File: src/rtl/term_accumulator.sv
// Evaluates sum(c_k * x^k) over NUM_TERMS coefficients streamed from an external
// term counter / coefficient ROM, in signed Q(DATA_W-FRAC_W).FRAC_W fixed point.
module term_accumulator #(
  parameter int unsigned DATA_W     = 16,
  parameter int unsigned FRAC_W     = 12,
  parameter int unsigned CNTR_DEPTH = 4,
  parameter int unsigned NUM_TERMS  = 8
) (
  input  logic                  clk,
  input  logic                  rst_n,
  input  logic                  start,
  input  logic [DATA_W-1:0]     x_in,
  input  logic                  coeff_rd_en,
  input  logic [CNTR_DEPTH-1:0] term_cnt,
  input  logic [DATA_W-1:0]     coeff_data,
  output logic                  start_cntr,
  output logic                  done,
  output logic [DATA_W-1:0]     result,
  output logic                  result_valid,
  input  logic                  result_ready,
  output logic                  busy,
  output logic                  ovf
);

  localparam int unsigned ACC_W  = DATA_W + CNTR_DEPTH;
  localparam int unsigned PROD_W = 2 * DATA_W;
  localparam logic [CNTR_DEPTH-1:0]  LAST_IDX = CNTR_DEPTH'(NUM_TERMS - 1);
  localparam logic signed [DATA_W-1:0] ONE_V = DATA_W'(1 << FRAC_W);
  localparam logic signed [DATA_W-1:0] MAX_V = {1'b0, {(DATA_W-1){1'b1}}};
  localparam logic signed [DATA_W-1:0] MIN_V = {1'b1, {(DATA_W-1){1'b0}}};

  typedef enum logic [2:0] {StIdle, StLaunch, StRun, StDrain, StHold} state_e;

  state_e                    r_state;
  logic signed [DATA_W-1:0]  r_x;
  logic signed [DATA_W-1:0]  r_power;
  logic signed [ACC_W-1:0]   r_acc;
  logic [DATA_W-1:0]         r_result;
  logic                      r_term_v;
  logic                      r_start_cntr;
  logic                      r_busy;
  logic                      r_result_valid;
  logic                      r_ovf;

  logic signed [PROD_W-1:0]  w_coeff_ext, w_power_ext, w_x_ext;
  logic signed [PROD_W-1:0]  w_prod_sh, w_pow_sh;
  logic signed [ACC_W-1:0]   w_acc_next;
  logic signed [DATA_W-1:0]  w_pow_sat, w_acc_sat;
  logic                      w_pow_clip, w_acc_clip;

  always_comb begin
    w_coeff_ext = {{DATA_W{coeff_data[DATA_W-1]}}, coeff_data};
    w_power_ext = {{DATA_W{r_power[DATA_W-1]}}, r_power};
    w_x_ext     = {{DATA_W{r_x[DATA_W-1]}}, r_x};
    w_prod_sh   = (w_coeff_ext * w_power_ext) >>> FRAC_W;
    w_pow_sh    = (w_power_ext * w_x_ext) >>> FRAC_W;
    w_acc_next  = r_term_v ? r_acc + $signed(w_prod_sh[ACC_W-1:0]) : r_acc;
    // Fits in DATA_W only when all bits above the new sign bit match it.
    w_pow_clip  = ~((&w_pow_sh[PROD_W-1:DATA_W-1]) | ~(|w_pow_sh[PROD_W-1:DATA_W-1]));
    w_pow_sat   = w_pow_clip ? (w_pow_sh[PROD_W-1] ? MIN_V : MAX_V) : w_pow_sh[DATA_W-1:0];
    w_acc_clip  = ~((&w_acc_next[ACC_W-1:DATA_W-1]) | ~(|w_acc_next[ACC_W-1:DATA_W-1]));
    w_acc_sat   = w_acc_clip ? (w_acc_next[ACC_W-1] ? MIN_V : MAX_V) : w_acc_next[DATA_W-1:0];
  end

  assign done         = (r_state == StRun) & coeff_rd_en & (term_cnt == LAST_IDX);
  assign start_cntr   = r_start_cntr;
  assign result       = r_result;
  assign result_valid = r_result_valid;
  assign busy         = r_busy;
  assign ovf          = r_ovf;

  always_ff @(posedge clk or negedge rst_n) begin
    if (!rst_n) begin
      r_state        <= StIdle;
      r_x            <= '0;
      r_power        <= '0;
      r_acc          <= '0;
      r_result       <= '0;
      r_term_v       <= 1'b0;
      r_start_cntr   <= 1'b0;
      r_busy         <= 1'b0;
      r_result_valid <= 1'b0;
      r_ovf          <= 1'b0;
    end else begin
      r_start_cntr <= 1'b0;
      // ROM data lags the read by one cycle; reads outside RUN are never consumed.
      r_term_v     <= (r_state == StRun) & coeff_rd_en;
      if (r_term_v) begin
        r_acc   <= w_acc_next;
        r_power <= w_pow_sat;
        if (w_pow_clip) r_ovf <= 1'b1;
      end
      unique case (r_state)
        StIdle: begin
          if (start) begin
            r_x          <= $signed(x_in);
            r_power      <= ONE_V;
            r_acc        <= '0;
            r_ovf        <= 1'b0;
            r_start_cntr <= 1'b1;
            r_busy       <= 1'b1;
            r_state      <= StLaunch;
          end
        end
        StLaunch: r_state <= StRun;
        StRun: begin
          if (done) r_state <= StDrain;
        end
        StDrain: begin
          r_result       <= w_acc_sat;
          if (w_acc_clip) r_ovf <= 1'b1;
          r_result_valid <= 1'b1;
          r_state        <= StHold;
        end
        StHold: begin
          if (result_ready) begin
            r_result_valid <= 1'b0;
            r_busy         <= 1'b0;
            r_state        <= StIdle;
          end
        end
        default: r_state <= StIdle;
      endcase
    end
  end

endmodule

File: config.mk
export PLATFORM = sky130hd
export DESIGN_NAME = term_accumulator
export DESIGN_NICKNAME = d
export VERILOG_FILES = /design/src/rtl/term_accumulator.sv
export SDC_FILE = /design/constraint.sdc
export NUM_CORES = 2
export LEC_CHECK = 0
export ABC_AREA = 1
export CAP_MARGIN = 20
export CELL_PAD_IN_SITES_DETAIL_PLACEMENT = 1
export CELL_PAD_IN_SITES_GLOBAL_PLACEMENT = 2
export CORE_ASPECT_RATIO = 0.7
export CORE_UTILIZATION = 35
export DETAILED_ROUTE_END_ITERATION = 6
export GPL_TIMING_DRIVEN = 0
export PLACE_DENSITY = 0.75
export SYNTH_ARGS = -nofsm -noshare
export SYNTH_HDL_FRONTEND = slang
export SYNTH_SLANG_ARGS = --single-unit
File: constraint.sdc
create_clock -name clk -period 12.9 [get_ports clk]
set_clock_uncertainty 0.05 [all_clocks]
set_input_delay 2.58 -clock clk [delete_from_list [all_inputs] [get_ports clk]]
set_output_delay 2.58 -clock clk [all_outputs]
set_load 0.05 [all_outputs]
; Yosys cells after proc, flatten, opt, wreduce, memory -nomap -nowiden
; Cells that the tools add are included.
; Widths: inputs -> output; s select.
[word_totals]
mem_count = 0
latchBits = 0
ff_bits = 76
output_inout_bits = 21
mem_bits_ro = 0
ram_bits = 0
[op_classes]
bitwise = 6
n_shift = 0
div = 0
mul = 2
reduce_logical = 11
n_eq_ne = 8
mux = 26
order_cmp = 0
n_addsub = 1
[op_table]
columns = operator, n
row1 = $mux 16, 7
row2 = $mux 20, 4
row3 = $mul 16x16->32, 2
row4 = $add 20x20->20, 1
row5 = $pmux 3 s5, 1
row6 = $reduce_and 5->1, 2
row7 = $reduce_or 5->1, 2
row8 = $mux 3, 3
row9 = $mux 1, 8
row10 = $eq 3x2->1 const B, 2
row11 = $ne 2x2->1 const B, 3
row12 = $pmux 1 s2, 3
row13 = $reduce_and 3->1, 2
row14 = $eq 4x3->1 const B, 1
row15 = $reduce_and 2->1, 2
row16 = $reduce_bool 2->1, 2
row17 = $eq 3x1->1 const B, 1
row18 = $eq 3x3->1 const B, 1
row19 = $logic_not 3->1, 1
row20 = $and 1x1->1, 2
row21 = $not 1->1, 2
row22 = $or 1x1->1, 2

; Longest topological paths before layout
[depth]
ltp_word = 8
mapped_depth = 45
depth_no_buf = 42

; Worst setup path before layout
; No wires, ideal clock.
[synth_path]
kind = input -> register
from = in coeff_data[7]
to = reg r_result[0], in the netlist result[0]
setup_slack_ns = 3.234
setup_ns = 0.121
arrival_ns = 9.495
path_stages = 41
path_cell_list = clkbuf_1 > clkbuf_1 > nand2_1 > fa_1 > inv_1 > fa_1 > inv_1 > fa_1 > inv_1 > fa_1 > fa_1 > inv_1 > fa_1 > inv_1 > ha_1 > a21oi_1 > o21ai_0 > a21oi_1 > [... 5 more ...] > xor2_1 > ha_1 > nand2_1 > nor2_2 > inv_2 > nor2_4 > nand3b_4 > nand3_2 > nand3_2 > nand2_1 > nand2_1 > nand2_1 > nand3_2 > nand3_1 > nand2_1 > inv_2 > buf_6 > a21oi_2
[synth_between]
elab_chain_cells = 7
elab_cells_between_ends = 9
cone_classes = 1 x add/sub / 1 x mul / 3 x mux / 2 x bitwise / 2 x reduce/logical
[synth_lines]
columns = element, line
row1 = from (decl), 15  ; input logic [DATA_W-1:0] coeff_data,
row2 = $mul 16x16->32 *, 55  ; w_prod_sh = (w_coeff_ext * w_power_ext) >>> FRAC_W;
row3 = $add 20x20->20 *, 57  ; w_acc_next = r_term_v ? r_acc + $signed(w_prod_sh[ACC_W-1:0]) : r_acc;
row4 = $mux 20 *, 57
row5 = $reduce_or 5->1, 61  ; w_acc_clip = ~((&w_acc_next[ACC_W-1:DATA_W-1]) | ~(|w_acc_next[ACC_W-1:DATA_W-1]));
row6 = $not 1->1, 61
row7 = $or 1x1->1, 61
row8 = $mux 16 *, 62  ; w_acc_sat = w_acc_clip ? (w_acc_next[ACC_W-1] ? MIN_V : MAX_V) : w_acc_next[DATA_W-1:0];
row9 = to (signal assigned), 110  ; r_result <= w_acc_sat;
row10 = to (decl), 38  ; logic [DATA_W-1:0] r_result;
; Every way passes the cells marked *; elsewhere a longest branch is shown, timed or not.
; A chain may end at the register's enable or synchronous reset.

; Worst setup path after layout
[layout_path]
from = in coeff_data[10]
to = reg r_result[6], in the netlist result[6]
; The elaborated chain is that of the path after synthesis.

==> impl_metrics.ini <==
[cts]
clock_latency_ns = 0.40
ctsResizeCount = 0
cts_tree = yes
post_cts_buffers = 0
numCtsBuffers = 9
cts_buffer_depth = 2
clkTransAtPathRegs_ns = 0.07
cts-htree-levels = 3
cts.sinks = 76
holdBufCountCts = 0
root_buffer = clkbuf_16

[floorplan]
core_mm2 = 0.0702
die_y_um = 226
fp.dieW_um = 322
rows = 81
io_pins = 62
dieArea_mm2 = 0.0726
start_util_pct = 35.6

[sta]
relSlewSlack_pct = 22.5
period_share_pct = 95.6
max_clock_freq_mhz = 81.1
maxSlewViolCount = 0
tightest_slew_ns = 1.16
fin_crit_ns = 12.34
rsz0062_at_grt = no
finalHoldViolCount = 0
setup_tns_ns = 0
setup_viol_count_final = 0

[worst_setup_path]
crit_arrival_ns = 12.56
cpPeakStageDelay_ns = 0.88
crit_top_cell = nand2_1
cp_max_fo = 10
worstPathRequired_ns = 13.13
startpoint = coeff_data[10]
r2r_cells = 38
end_kind = flop
r2r-start = r_power[1]
cpMaxStageDelayCell = clkdlybuf4s50_1
r2r_slack_ns = 2.38
worstSetupEndpoint = result[6]
worst-setup-path-type = input pin to flop
start_kind = input pin
worstReg2RegEnd = result[6]

[global_route]
antenna_found_initial = 1
overflow = 0
track_usage_pct = 25.3
grt_pass1_vias = 22400
grt_first_pass_wirelength_um = 135000
grt_max_degree = 54

[drt]
first_iter_violations = 1419
dr.pass1.iters = 5
vias = 20500
drc = 0
viasPerCell = 4.83
drt_wl_total_um = 86800
drtAntennaViolNets = 0
post_drt_wl_per_cell_um = 20.4

[logic_synthesis]
ys_ff_latch = 76
ys_seq_area_share_pct = 7.60
postSynthAreaPerCell_um2 = 7.78
synthesis.area_mm2 = 0.0250
synthCells = 3218
async_flop_share_pct = 100
ys.warnings.count = 0
synthDominantCellAreaShare_pct = 41.8
ys.flop_type = dfrtp_1
synthTopCellsByArea = fa_1 42%, inv_1 13%, nand2_1 13%
synth_edf_count = 0
synth_fp_nets = 3961
synth_area_leader_cell = fa_1
ys_top_cells_by_count = 885 x inv_1, 849 x nand2_1, 523 x fa_1
yosysMostFrequentCell = inv_1
netlist-cell-type-count = 51

[min_path]
hold_class = flop to flop
holdPathStages = 2

[place]
portBuffers = 52
place.gp.congestion = 0.952
dp_hpwl_um = 76200

[layout]
seq_area_mm2 = 0.00190
layout-drive-gt1-share_pct = 4.59
nFillCells = 8716
finalNetCount = 4026
multi_input_area_mm2 = 0.0192
synthToLayoutAreaGrowth_pct = 8.24

[run_status]
status = complete, no violations

[flow_run]
maxCapViolations = 0
==> cell type report <==
class | count | share of cell area (%)
repair buffers | 54 | 2.07
inverters | 899 | 12.5
multi-input cells | 2120 | 71.0
well taps | 954 | 4.41
clock buffers | 9 | 0.832
diodes | 1 | 0.00924
flip-flops and latches | 76 | 7.02
plain buffers | 123 | 1.92
clock inverters | 7 | 0.296
==> through the flow <==
| step | std cells | instance area [um^2] | setup WS [ns] | hold WS, ns | utilization, % |
|---|---|---|---|---|---|
| finish | 4243 | 27100 | 0.562 | 0.464 | 38.6 |
| global route | 4242 | 27100 | 0.130 | 0.493 | 38.6 |
| CTS | 4242 | 27100 | 0.862 | 0.468 | 38.6 |
| detailed placement | 4226 | 26800 | 0.454 | 0.443 | 38.1 |
| global placement | 4224 | 26700 | 0.558 | 0.440 | 38.1 |
| floorplan | 3218 | 25000 | 3.23 | 0.425 | - |
==> cell families after synthesis <==
logic type | Yosys count | synth area share [%]
AO/OA/AOI/OAI | 213 | 5.00
XOR/XNOR | 57 | 2.00
adder cells (fa/ha/maj) | 702 | 50.8
buffers and inverters | 1022 | 15.6
flip-flops | 76 | 7.60
AND/OR/NAND/NOR | 1148 | 19.1
==> worst max-delay path: cells and delay by family <==
kind,cells,cell delay [ns]
XOR/XNOR,1,0.26
buffers and inverters,9,2.17
AND/OR/NAND/NOR,13,1.65
AO/OA/AOI/OAI,7,2.11
adder cells (fa/ha/maj),8,3.75
==> worst min path at each step <==
stage,from,endpoint,slack (ns)
after global routing,result[2],result[2],0.49
final,busy,busy,0.46
after global placement,busy,busy,0.44
after detailed placement,busy,busy,0.44
after floorplan,r_state[2],r_state[1],0.42
after CTS,busy,busy,0.47
==> flip-flops by register name, summed over array words and instances (netlist names) <==
signal and cells:
ovf 1, busy 1, r_state 3, r_x 16
result 16, r_acc 20, start_cntr 1, r_power 16
r_term_v 1, result_valid 1
==> placed cells by master (no fill, tap or decap), types with 51 or more instances in the layout <==
master             n
clkbuf_1         109
fa_1             523
o21ai_0           51
dfrtp_1           76
nor2_1           124
ha_1             179
a21oi_1           94
nand2_1          849
nand3_1           52
inv_1            885
clkdlybuf4s50_1   51
==> per-layer routing <==
metal / track usage [%] / wire length (um) / up-vias / part of all wire, %
met3: 6.73 / 8070 / 51 / 9.3
met2: 34.8 / 34100 / 546 / 39
met5: 1.14 / 110 / - / 0.13
met4: 3.18 / 665 / 2 / 0.77
met1: 39.5 / 43800 / 10500 / 51
li1: - / - / 9346 / -
Power is left out: the tool's default activity adds up to more than one toggle a clock period on the data nets, which glitch-free logic cannot reach.
